**config.mk**
```make
export PLATFORM = sky130hd
export DESIGN_NAME = oam_dma_ctrl
export DESIGN_NICKNAME = d
export VERILOG_FILES = /design/src/rtl/dma_pkg.sv /design/src/rtl/dma_bus_mux.sv /design/src/rtl/oam_dma_ctrl.sv
export SDC_FILE = /design/constraint.sdc
export NUM_CORES = 1
export LEC_CHECK = 0
export CAP_MARGIN = 20
export CORE_MARGIN = 3
export CORE_UTILIZATION = 49
export CTS_CLUSTER_DIAMETER = 80
export DETAILED_ROUTE_END_ITERATION = 8
export HOLD_SLACK_MARGIN = 0.15
export PLACE_DENSITY_LB_ADDON = 0.1
export SYNTH_ARGS = -nofsm -noshare
export SYNTH_HDL_FRONTEND = slang
export SYNTH_HIERARCHICAL = 1
export SYNTH_SLANG_ARGS = --single-unit
export TNS_END_PERCENT = 1
```
**constraint.sdc**
```tcl
create_clock -name i_clk -period 6.5 [get_ports i_clk]
set_input_delay 1.3 -clock i_clk [delete_from_list [all_inputs] [get_ports i_clk]]
set_output_delay 1.3 -clock i_clk [all_outputs]
set_load 0.01 [all_outputs]
```
**src/rtl/dma_pkg.sv**
```systemverilog
// Shared types and default addresses for the OAM DMA controller.
package dma_pkg;

   typedef enum logic [2:0] {
      IDLE  = 3'd0,
      HALT  = 3'd1,
      ALIGN = 3'd2,
      READ  = 3'd3,
      WRITE = 3'd4
   } dma_state_t;

   // CPU write address that starts a transfer.
   localparam logic [15:0] DEF_TRIG_ADDR = 16'h4014;
   // Address every DMA byte is written to.
   localparam logic [15:0] DEF_DEST_ADDR = 16'h2004;

endpackage

```
**src/rtl/dma_bus_mux.sv**
```systemverilog
// Memory bus master select: the CPU owns the bus unless the DMA engine
// is actively reading or writing.
module dma_bus_mux (
   input  logic        dma_own,
   input  logic [15:0] cpu_addr,
   input  logic [7:0]  cpu_dout,
   input  logic        cpu_we,
   input  logic [15:0] dma_addr,
   input  logic [7:0]  dma_dout,
   input  logic        dma_we,
   output logic [15:0] mem_addr,
   output logic [7:0]  mem_dout,
   output logic        mem_we
);

   // Pure combinational select of address, data and strobe.
   always_comb begin
      if (dma_own) begin
         mem_addr = dma_addr;
         mem_dout = dma_dout;
         mem_we   = dma_we;
      end else begin
         mem_addr = cpu_addr;
         mem_dout = cpu_dout;
         mem_we   = cpu_we;
      end
   end

endmodule

```
**src/rtl/oam_dma_ctrl.sv**
```systemverilog
// OAM DMA controller: a CPU write of page P to TRIG_ADDR stalls the core
// and copies {P,00}..{P,FF} to DEST_ADDR, then releases the core.
// Optional build macro DMA_ALIGN_EN inserts one ALIGN cycle when leaving
// HALT on odd parity, so the first READ lands on an even cycle.
module oam_dma_ctrl
   import dma_pkg::*;
#(
   parameter logic [15:0] TRIG_ADDR = DEF_TRIG_ADDR,
   parameter logic [15:0] DEST_ADDR = DEF_DEST_ADDR
) (
   input  logic        i_clk,
   input  logic        i_rst_n,
   input  logic [15:0] i_cpu_addr,
   input  logic [7:0]  i_cpu_dout,
   input  logic        i_cpu_we,
   output logic        o_cpu_rdy,
   output logic [15:0] o_mem_addr,
   output logic [7:0]  o_mem_dout,
   output logic        o_mem_we,
   input  logic [7:0]  i_mem_din,
   output logic        o_busy,
   output logic        o_done
);

`ifdef DMA_ALIGN_EN
   localparam bit ALIGN_EN = 1'b1;
`else
   localparam bit ALIGN_EN = 1'b0;
`endif

   dma_state_t  state_reg, state_next;
   logic [7:0]  cnt_reg, cnt_next;
   logic [7:0]  page_reg, page_next;
   logic [7:0]  data_reg, data_next;
   logic        parity_reg;

   logic        dma_own;
   logic [15:0] dma_addr;
   logic        dma_we;
   logic        align_req;

   // Alignment is only ever requested on odd parity and when the feature is built in.
   assign align_req = ALIGN_EN && parity_reg;

   // State, datapath and free-running parity registers.
   always_ff @(posedge i_clk or negedge i_rst_n) begin
      if (!i_rst_n) begin
         state_reg  <= IDLE;
         cnt_reg    <= 8'h00;
         page_reg   <= 8'h00;
         data_reg   <= 8'h00;
         parity_reg <= 1'b0;
      end else begin
         state_reg  <= state_next;
         cnt_reg    <= cnt_next;
         page_reg   <= page_next;
         data_reg   <= data_next;
         parity_reg <= ~parity_reg;
      end
   end

   // Next-state, datapath updates and state-decoded outputs.
   always_comb begin
      state_next = state_reg;
      cnt_next   = cnt_reg;
      page_next  = page_reg;
      data_next  = data_reg;
      o_cpu_rdy  = 1'b1;
      o_busy     = 1'b0;
      o_done     = 1'b0;
      dma_own    = 1'b0;
      dma_addr   = {page_reg, cnt_reg};
      dma_we     = 1'b0;
      case (state_reg)
         IDLE: begin
            // The trigger write itself passes through to the bus.
            if (i_cpu_we && (i_cpu_addr == TRIG_ADDR)) begin
               page_next  = i_cpu_dout;
               cnt_next   = 8'h00;
               state_next = HALT;
            end
         end
         HALT: begin
            // Writes ignore RDY, so wait for the first read cycle: the core is frozen then.
            o_cpu_rdy = 1'b0;
            o_busy    = 1'b1;
            if (!i_cpu_we) begin
               state_next = align_req ? ALIGN : READ;
            end
         end
`ifdef DMA_ALIGN_EN
         ALIGN: begin
            o_cpu_rdy  = 1'b0;
            o_busy     = 1'b1;
            dma_own    = 1'b1;
            state_next = READ;
         end
`endif
         READ: begin
            o_cpu_rdy  = 1'b0;
            o_busy     = 1'b1;
            dma_own    = 1'b1;
            data_next  = i_mem_din;
            state_next = WRITE;
         end
         WRITE: begin
            o_cpu_rdy = 1'b0;
            o_busy    = 1'b1;
            dma_own   = 1'b1;
            dma_addr  = DEST_ADDR;
            dma_we    = 1'b1;
            if (cnt_reg == 8'hFF) begin
               o_done     = 1'b1;
               state_next = IDLE;
            end else begin
               cnt_next   = cnt_reg + 8'h01;
               state_next = READ;
            end
         end
         default: begin
            state_next = IDLE;
         end
      endcase
   end

   dma_bus_mux u_bus_mux (
      .dma_own  (dma_own),
      .cpu_addr (i_cpu_addr),
      .cpu_dout (i_cpu_dout),
      .cpu_we   (i_cpu_we),
      .dma_addr (dma_addr),
      .dma_dout (data_reg),
      .dma_we   (dma_we),
      .mem_addr (o_mem_addr),
      .mem_dout (o_mem_dout),
      .mem_we   (o_mem_we)
   );

endmodule

```
==> summary.txt <==
Layout
  – Area growth syn-to-layout: 36.6%
  – Ant. Diodes: 0
  – Layout cells sized above 1: 0.252
  – Fillcell total: about 250
  – Nets: between 200 and 300
  – Design area: between 0.002 and 0.0025 mm2

Power and ir drop
  – Max VDD drop: between 90 and 100 uV
  – P_leak: roughly 1.0 nW
  – Power Density: 126 mW/mm2
  – Power, Total: between 0.3 and 0.4 mW

Clock tree
  – # Post-CTS Setup Buffers: 0
  – Clk slew on worst S/H paths: between 100 and 150 ps
  – Num CTS Buffers: 3
  – H-tree depth: 1
  – Hold Buf Count CTS: 0
  – Clock Sinks: 27
  – TritonCTS clock tree: done
  – CTS Buffer Depth: 2
  – Skew-Pair Late Insertion Delay: 320 ps
  – Post-CTS resize count: 0
  – CTS Root Buffer Type: clkbuf_4

Routing
  – Vias per cell: 5.36
  – DR WL/cell: 16.3 um
  – DRC viols: 0
  – Final WL: 4230 um
  – Antenna Violating Nets Remaining: 0
  – DR vias: 1394
  – DRT iter0 DRCs: 47
  – Detailed Routing Iterations Pass 1: 4

Yosys
  – Post-Syn Nets: 189
  – Mapped cell area: 0.00178 mm2
  – Post-synthesis average cell area: 11.6 um2
  – Synth cell types: 38
  – Synth Instances: 153
  – Post-synthesis register bit count: 27
  – Synth area leaders: dfrtp_1 38%, mux2_4 22%, mux2_2 9.5%, and2_1 3.9%, buf_12 2.2%
  – Top cell type's share of synthesized area: 0.379
  – Post-synthesis sequential area ratio: 0.379
  – Synthesis Warnings: 6
  – Synth area leader: dfrtp_1
  – Post-synth top flop: dfrtp_1
  – Post-synth EDFFs: 0
  – Asr flop ratio synth: 1.00

Timing
  – Endpoints failing setup: 0
  – Min Tclk post-route: ~4500 ps
  – Fin Setup TNS: 0 ps
  – Fmax: 221 MHz
  – Slew Viols, Final: 0
  – Hold_ws: 528 ps
  – Endpoints failing hold: 0
  – RSZ-0062 raised after global routing: no
  – Setup Skew: about 2.1 ps
  – Fin crit share: 0.696
  – Worst-Margin Slew: 677 ps
  – Slew HR: 0.546
  – Final WS setup: 1970 ps

Floorplanning
  – Rows: 21
  – Die X: ~66 um
  – Die area: 0.00439 mm2
  – Ports: 63
  – Initial core utilization: 0.521
  – Die Y: 66.3 um
  – Std-Cell Core Area: 0.00342 mm2

Worst setup path
  – Crit start category: register
  – Worst path required time: 5200 ps
  – Reg2Reg Setup Slack: 4310 ps
  – CP Capture Type: primary output
  – WS Path Type: register to primary output
  – Worst path arrival time: ~3200 ps
  – CP Max Fanout: 25

Global routing
  – First-pass GRT wire length: 6980 um
  – Vias in the first global route: ~1500
  – Initial antenna violation count: 0
  – Largest net degree at the start of global routing: 28
  – GRT Total Usage: 0.208
  – GR Overflow Total: 0

Placement
  – GPL Wtd Cong: 0.816
  – Port Buffers: 62
  – Area after DPL: 0.00241 mm2
  – Setup Slack @ Placement: approximately 2400 ps
  – Detailed placement HPWL: 3260 um

Run status
  – Run status: finished, final reports clean

Worst hold path
  – Type of the tightest min-delay check: register to register

Run
  – Max Cap Viol: 0
-- cell type report --
class | instances | area (um2) | share of cell area
multi-input combinational | 111 | 1000 | 0.411
sequential | 27 | 676 | 0.278
timing repair buffer | 65 | 647 | 0.266
tap | 46 | 57.6 | 0.0237
clock buffer | 4 | 26.3 | 0.0108
inverter | 7 | 26.3 | 0.0108
-- metal layers --
metal | GRT usage | wire length (um)
met5 | 0 | 0
met2 | 0.331 | 1970
met3 | 0.0255 | 221
met1 | 0.292 | 1970
met4 | 0.0635 | 65
-- worst max-delay path: stages, from the launching register on --
cell             delay (ps)
dfrtp_1                 450
or3b_1                  670
nand2_1                 530
buf_4                   400
mux2_2                  370
clkdlybuf4s50_1         480
-- power by group --
| group | leakage (nW) | switching, mW | internal, mW | total [mW] |
|---|---|---|---|---|
| sequential | 0.317 | 0.00131 | 0.171 | 0.172 |
| clock | 0.0150 | 0.0483 | 0.0240 | 0.0723 |
| combinational | 0.715 | 0.0198 | 0.0434 | 0.0632 |
| total | 1.05 | 0.0694 | 0.238 | 0.307 |
-- Yosys cell counts, drive strengths merged, types with 3 or more instances --
cell type,number
and2,11
o22ai,3
nand2,6
o21ai,5
nor2,7
nand3,4
inv,7
buf,5
and3,4
nand2b,3
clkbuf,3
dfrtp,27
mux2,41
-- cells in the final DEF (no fill, tap or decap), types with 2 or more instances in the layout --
master           instances
inv_1                    6
and3_1                   4
clkbuf_4                 3
nand3_1                  4
dfrtp_1                 27
o22ai_1                  3
nand2_1                  6
o31ai_1                  2
and2_1                  11
a31oi_1                  2
nor2_1                   7
o21ai_0                  5
clkdlybuf4s50_1         62
mux2_4                  26
nand2b_1                 3
or2_2                    2
buf_4                    2
xor2_1                   2
nand4_1                  2
mux2_2                  15
a21oi_1                  2
-- metrics by stage --
step	std cells	util
2_1_floorplan	153	-
3_3_place_gp	255	0.701
3_5_place_dp	256	0.704
4_1_cts	260	0.712
5_1_grt	260	0.712
6_report	260	0.712
-- logic make-up after synthesis --
group,after synthesis,share of synthesized area
and+or+nand+nor,49,0.166
muxes,42,0.320
DFF,27,0.379
AOI/OAI and AO/OA,17,0.0590
buffers and inverters,15,0.0590
xor gates and xnor gates,2,0.00984
adders and majority gates,1,0.00703
-- path summary, 6_finish.rpt --
path | start | endpoint | cells past startpoint
setup / recovery | state_reg[1] | o_mem_we | 5
hold / removal | data_reg[3] | data_reg[3] | 1
setup reg to reg | state_reg[2] | page_reg[0] | 5
hold reg to reg | data_reg[3] | data_reg[3] | 1
max in group asynchronous | i_rst_n | state_reg[1] | 2
min in group asynchronous | i_rst_n | cnt_reg[2] | 2
(Power assumes the default switching activity.)
